--- config.mk ---
export PLATFORM = sky130hd
export DESIGN_NAME = cim_macro_ctrl
export DESIGN_NICKNAME = d
export VERILOG_FILES = /design/src/rtl/cim_pkg.sv /design/src/rtl/cim_bit_serializer.sv /design/src/rtl/cim_macro_ctrl.sv
export SDC_FILE = /design/constraint.sdc
export NUM_CORES = 1
export LEC_CHECK = 0
export CAP_MARGIN = 20
export CORE_ASPECT_RATIO = 0.7
export CORE_MARGIN = 4
export CORE_UTILIZATION = 48
export CTS_CLUSTER_DIAMETER = 150
export DETAILED_ROUTE_END_ITERATION = 6
export GPL_ROUTABILITY_DRIVEN = 0
export PLACE_DENSITY = 0.93
export SYNTH_ARGS = -nofsm -noshare
export SYNTH_HDL_FRONTEND = slang
export SYNTH_SLANG_ARGS = --single-unit
--- constraint.sdc ---
create_clock -name clk -period 2.65 [get_ports clk]
set_input_delay 0.53 -clock clk [delete_from_list [all_inputs] [get_ports clk]]
set_output_delay 0.53 -clock clk [all_outputs]
set_load 0.05 [all_outputs]
--- src/rtl/cim_pkg.sv ---
// rtl/cim_pkg.sv - shared encodings and defaults for the CIM macro controller
package cim_pkg;

  localparam int DEF_ADDR_W = 9;
  localparam int DEF_DATA_W = 16;

  localparam logic [1:0] OP_WR    = 2'b00;
  localparam logic [1:0] OP_WRBUF = 2'b01;
  localparam logic [1:0] OP_COMP  = 2'b10;
  localparam logic [1:0] OP_RD    = 2'b11;

  typedef enum logic [2:0] {
    S_IDLE,
    S_WRITE,
    S_SET,
    S_SHIFT,
    S_WAIT,
    S_READ,
    S_CAPT,
    S_RESP
  } cim_state_e;

endpackage

--- src/rtl/cim_bit_serializer.sv ---
// rtl/cim_bit_serializer.sv - LSB-first bit serializer for the compute input vector
module cim_bit_serializer #(
  parameter int IN_BITS = 8
) (
  input  logic               clk,
  input  logic               rst,
  input  logic               load,
  input  logic               shift,
  input  logic [IN_BITS-1:0] vec,
  output logic               sbit,
  output logic               done
);

  localparam int CNT_W = $clog2(IN_BITS + 1);

  logic [IN_BITS-1:0] sreg;
  logic [CNT_W-1:0]   cnt;

  // Load puts bit 0 on the output at once; each shift presents the next bit,
  // and the shift that consumes the last bit (done high) returns the output to 0.
  always_ff @(posedge clk) begin
    if (rst) begin
      sreg <= '0;
      cnt  <= '0;
      sbit <= 1'b0;
      done <= 1'b0;
    end else if (load) begin
      sbit <= vec[0];
      sreg <= vec >> 1;
      cnt  <= CNT_W'(IN_BITS - 1);
      done <= (IN_BITS == 1);
    end else if (shift) begin
      if (done) begin
        sbit <= 1'b0;
        done <= 1'b0;
      end else begin
        sbit <= sreg[0];
        sreg <= sreg >> 1;
        cnt  <= cnt - 1'b1;
        done <= (cnt == CNT_W'(1));
      end
    end
  end

endmodule

--- src/rtl/cim_macro_ctrl.sv ---
// rtl/cim_macro_ctrl.sv - command sequencer driving the SRAM compute-in-memory macro pins
module cim_macro_ctrl
  import cim_pkg::*;
#(
  parameter int ADDR_W   = DEF_ADDR_W,
  parameter int DATA_W   = DEF_DATA_W,
  parameter int IN_BITS  = 8,
  parameter int WAIT_CYC = 2,
  parameter int READ_LAT = 1
) (
  input  logic              clk,
  input  logic              rst,
  input  logic              cmd_valid,
  output logic              cmd_ready,
  input  logic [1:0]        cmd_op,
  input  logic [ADDR_W-1:0] cmd_addr,
  input  logic [DATA_W-1:0] cmd_data,
  input  logic              cmd_model,
  output logic              rsp_valid,
  input  logic              rsp_ready,
  output logic [DATA_W-1:0] rsp_data,
  output logic              busy,
  output logic [ADDR_W-1:0] cim_a,
  output logic [DATA_W-1:0] cim_d,
  output logic              cim_wrt,
  output logic              cim_wrtbuf,
  output logic              cim_comp,
  output logic              cim_model,
  output logic              cim_wait,
  output logic              cim_inbit,
  output logic              cim_set,
  output logic              cim_read,
  input  logic [DATA_W-1:0] cim_q
);

  localparam int WAIT_W = (WAIT_CYC > 0) ? $clog2(WAIT_CYC + 1) : 1;
  localparam int LAT_W  = $clog2(READ_LAT + 1);

  cim_state_e        state_q, state_d;
  logic [WAIT_W-1:0] wait_cnt_q, wait_cnt_d;
  logic [LAT_W-1:0]  lat_cnt_q, lat_cnt_d;
  logic [ADDR_W-1:0] a_d;
  logic [DATA_W-1:0] d_d, rsp_data_d;
  logic              model_d, wrt_d, wrtbuf_d, set_d, comp_d, wait_d, read_d, rsp_valid_d;
  logic              ser_load, ser_done;

  assign cmd_ready = (state_q == S_IDLE);
  assign busy      = (state_q != S_IDLE);

  cim_bit_serializer #(.IN_BITS(IN_BITS)) u_ser (
    .clk   (clk),
    .rst   (rst),
    .load  (ser_load),
    .shift (state_q == S_SHIFT),
    .vec   (cim_d[IN_BITS-1:0]),
    .sbit  (cim_inbit),
    .done  (ser_done)
  );

  // Next state plus next value of every registered pin; strobes default low so
  // each state raises exactly the strobe of the state it is about to enter.
  always_comb begin
    state_d     = state_q;
    wait_cnt_d  = wait_cnt_q;
    lat_cnt_d   = lat_cnt_q;
    a_d         = cim_a;
    d_d         = cim_d;
    model_d     = cim_model;
    rsp_data_d  = rsp_data;
    wrt_d       = 1'b0;
    wrtbuf_d    = 1'b0;
    set_d       = 1'b0;
    comp_d      = 1'b0;
    wait_d      = 1'b0;
    read_d      = 1'b0;
    rsp_valid_d = 1'b0;
    ser_load    = 1'b0;
    case (state_q)
      S_IDLE: begin
        if (cmd_valid) begin
          a_d = cmd_addr;
          case (cmd_op)
            OP_WR, OP_WRBUF: begin
              state_d  = S_WRITE;
              d_d      = cmd_data;
              wrt_d    = (cmd_op == OP_WR);
              wrtbuf_d = (cmd_op == OP_WRBUF);
            end
            OP_COMP: begin
              state_d = S_SET;
              d_d     = cmd_data;
              model_d = cmd_model;
              set_d   = 1'b1;
            end
            default: begin
              state_d = S_READ;
              read_d  = 1'b1;
            end
          endcase
        end
      end
      S_WRITE: state_d = S_IDLE;
      S_SET: begin
        state_d  = S_SHIFT;
        comp_d   = 1'b1;
        ser_load = 1'b1;
      end
      S_SHIFT: begin
        if (!ser_done) begin
          comp_d = 1'b1;
        end else if (WAIT_CYC == 0) begin
          state_d = S_READ;
          read_d  = 1'b1;
        end else begin
          state_d    = S_WAIT;
          wait_d     = 1'b1;
          wait_cnt_d = WAIT_W'(WAIT_CYC - 1);
        end
      end
      S_WAIT: begin
        if (wait_cnt_q == '0) begin
          state_d = S_READ;
          read_d  = 1'b1;
        end else begin
          wait_d     = 1'b1;
          wait_cnt_d = wait_cnt_q - 1'b1;
        end
      end
      S_READ: begin
        state_d   = S_CAPT;
        lat_cnt_d = LAT_W'(READ_LAT - 1);
      end
      S_CAPT: begin
        if (lat_cnt_q == '0) begin
          state_d     = S_RESP;
          rsp_data_d  = cim_q;
          rsp_valid_d = 1'b1;
        end else begin
          lat_cnt_d = lat_cnt_q - 1'b1;
        end
      end
      S_RESP: begin
        if (rsp_ready) state_d = S_IDLE;
        else           rsp_valid_d = 1'b1;
      end
      default: state_d = S_IDLE;
    endcase
  end

  // State, counters and all macro/response pins are flops; reset drops any pending response.
  always_ff @(posedge clk) begin
    if (rst) begin
      state_q    <= S_IDLE;
      wait_cnt_q <= '0;
      lat_cnt_q  <= '0;
      cim_a      <= '0;
      cim_d      <= '0;
      cim_model  <= 1'b0;
      cim_wrt    <= 1'b0;
      cim_wrtbuf <= 1'b0;
      cim_set    <= 1'b0;
      cim_comp   <= 1'b0;
      cim_wait   <= 1'b0;
      cim_read   <= 1'b0;
      rsp_valid  <= 1'b0;
      rsp_data   <= '0;
    end else begin
      state_q    <= state_d;
      wait_cnt_q <= wait_cnt_d;
      lat_cnt_q  <= lat_cnt_d;
      cim_a      <= a_d;
      cim_d      <= d_d;
      cim_model  <= model_d;
      cim_wrt    <= wrt_d;
      cim_wrtbuf <= wrtbuf_d;
      cim_set    <= set_d;
      cim_comp   <= comp_d;
      cim_wait   <= wait_d;
      cim_read   <= read_d;
      rsp_valid  <= rsp_valid_d;
      rsp_data   <= rsp_data_d;
    end
  end

endmodule

==> impl_metrics.ini <==
[clock_network]
post_cts_buffers = 0
clk_latency_ps = 340
numCtsBuffers = 9
cts_buffer_depth = 2
numClockSinks = 67
htree_levels = 3
holdBufCountCts = 0
cts_tree = built
clk_pin_slew_ps = 70
root_buffer = clkbuf_8
post_cts_resized = 0

[global_route]
grt_max_degree = 42
grt_pass1_wl_um = 12300
grt_pass1_vias = 2624
track_usage_pct = 21.2
grt_overflow = 0
antenna_found_initial = 0

[worst_setup_path]
worstSetupEndpointType = output port
crit_path_start_kind = register
cp.required_ps = 2120
worstSetupPathType = reg2out
cp_max_fo = 23
arrival_ps = 1650

[timing]
hold_viol_final = 0
max_freq_ghz = 0.460
setup_tns_ps = 0
slew_headroom_pct = 43.2
post-route-min-period_ps = 2180
fin_skew_ps = 7.19
worst_pin_slew_ps = 851
maxSlewViolCount = 0
post-route-period-util_pct = 82.1
finalSetupViolations = 0
hold_slack_ps = 455
rsz0062_at_grt = false

[pwr]
p_seq_share_pct = 44.9
power.switching_mw = 0.789
pwr-share-comb_pct = 22.2
pwr-share-clk_pct = 32.9
cellLeakagePower_nw = 1.35
p_int_mw = 1.71
p_per_area_nw_per_um2 = 624
p_sw_share_pct = 31.5
ir_drop_uv = 387

[run_status]
status = completed

[routing]
drtPass1Iterations = 7
viasPerCell = 5.53
vias = 2766
ant_nets = 0
drc = 0
first_iter_violations = 145
routed_wl_um = 7740
routedWlPerCell_um = 15.5

[cells_and_area]
antenna_cells = 0
nets = 472
area_delta_synth_final_pct = 40.1
final-seq-area_um2 = 1340
layout-drive-gt1-share_pct = 8.00
fillers = 449
fin_area_um2 = 4010
multi_input_area_um2 = 1330
final_cell_mix = clkdlybuf4s50_1 (96), dfxtp_1 (67), nand2_1 (63)
stdcell_count = 500
final_common_cell = clkdlybuf4s50_1

[yosys]
ys_ff_latch = 67
avgSynthCellArea_um2 = 8.54
yosysWarnings = 0
ys_seq_area_share_pct = 46.9
synth.distinct_cells = 46
synth_top_area_share_pct = 46.9
netlist_area_um2 = 2860
synth_edf_count = 0
syn_inst = 335
async_reset_ff_share_pct = 0
yosys_most_used_dff = dfxtp_1
yosysTopAreaCell = dfxtp_1
ys_top_cells_by_area = dfxtp_1 (47%), a21oi_1 (8.4%), nand2_1 (8.3%), nand3_1 (4.4%), o21ai_0 (4.2%)
synth_fp_nets = 386

[floorplan]
start_util_pct = 49.7
die_h_um = 72.6
ios = 100
design.die.area_um2 = 7280
core-area_um2 = 5760
num_rows = 23
die_x_um = 100

[placement]
place_hpwl_um = 5320
place_area_um2 = 3810
io_buffers = 99
dp_cells = 485

[job]
drv_cap = 0

[worst_hold_path]
worstHoldPathType = reg2reg
[registers in the layout (all words and copies together), names as in the netlist, 2 cells and up]
| signal | cells |
|---|---|
| cim_a | 9 |
| cim_d | 16 |
| rsp_data | 16 |
| state_q | 3 |
| u_ser.cnt | 4 |
| u_ser.sreg | 7 |
| wait_cnt_q | 2 |
[through the flow]
step                util (%)  setup WS [ps]  power [mW]
finish                  69.6            475        2.50
global route            69.6            395        2.60
CTS                     69.6            466        2.52
detailed placement      66.3            468        1.69
global placement        66.3            505        1.68
floorplan                  -            483        1.50
[Yosys cell counts, drive strengths merged (3+ instances only)]
library cell	number
dfxtp	67
or4b	3
nor2b	3
a221oi	3
buf	14
nor4bb	3
ha	3
nand2b	5
a21oi	48
nor2	6
nand3	25
a211oi	6
nand2	63
and2	4
a31oi	4
clkbuf	16
o21ai	24
inv	7
nor4b	4
[power by group through the flow]
stage	Combinational [mW]	Sequential [mW]	Clock, mW
floorplan	0.263	1.24	0
global placement	0.537	1.14	0
detailed placement	0.551	1.14	0
CTS	0.555	1.12	0.840
global route	0.594	1.13	0.882
finish	0.555	1.12	0.823
[worst paths after layout]
path / startpoint / to / slack, ps / cells past startpoint
max: state_q[1] / cmd_ready / 470 / 3
min: cim_a[1] / cim_a[1] / 450 / 2
max reg2reg: state_q[1] / rsp_data[6] / 720 / 3
min reg2reg: cim_a[1] / cim_a[1] / 450 / 2
[layer usage]
metal | global-route usage (%) | share of wire, % | up-vias
li1 | - | - | 1342
met1 | 27.6 | 44 | 1286
met2 | 33.0 | 45 | 127
met3 | 8.98 | 10 | 11
met4 | 5.08 | 0.93 | 0
met5 | 0 | 0 | -
[layout make-up]
type / instances / area share [%]
clock buffer: 9 / 3.09
clock inverter: 6 / 1.69
inverter: 7 / 0.656
multi-input combinational: 231 / 33.1
sequential: 67 / 33.5
tap: 75 / 2.34
timing repair buffer: 105 / 25.6
[worst max-delay path, cell delays in order, from the launching register on]
cell,delay (ps)
dfxtp_1,560
or3_1,490
inv_1,70
buf_4,190
[cells by family (layout without fill, tap and decap cells)]
family                   Yosys count  count (layout)  share of synthesized area, %
AO/OA/AOI/OAI                     95              95                          18.7
adder cells (fa/ha/maj)            3               3                          1.31
buffers and inverters             37             127                          6.69
flip-flops                        67              67                          46.9
multiplexers                       3               3                          1.09
AND/OR/NAND/NOR                  130             130                          25.3
(Power assumes the default switching activity.)
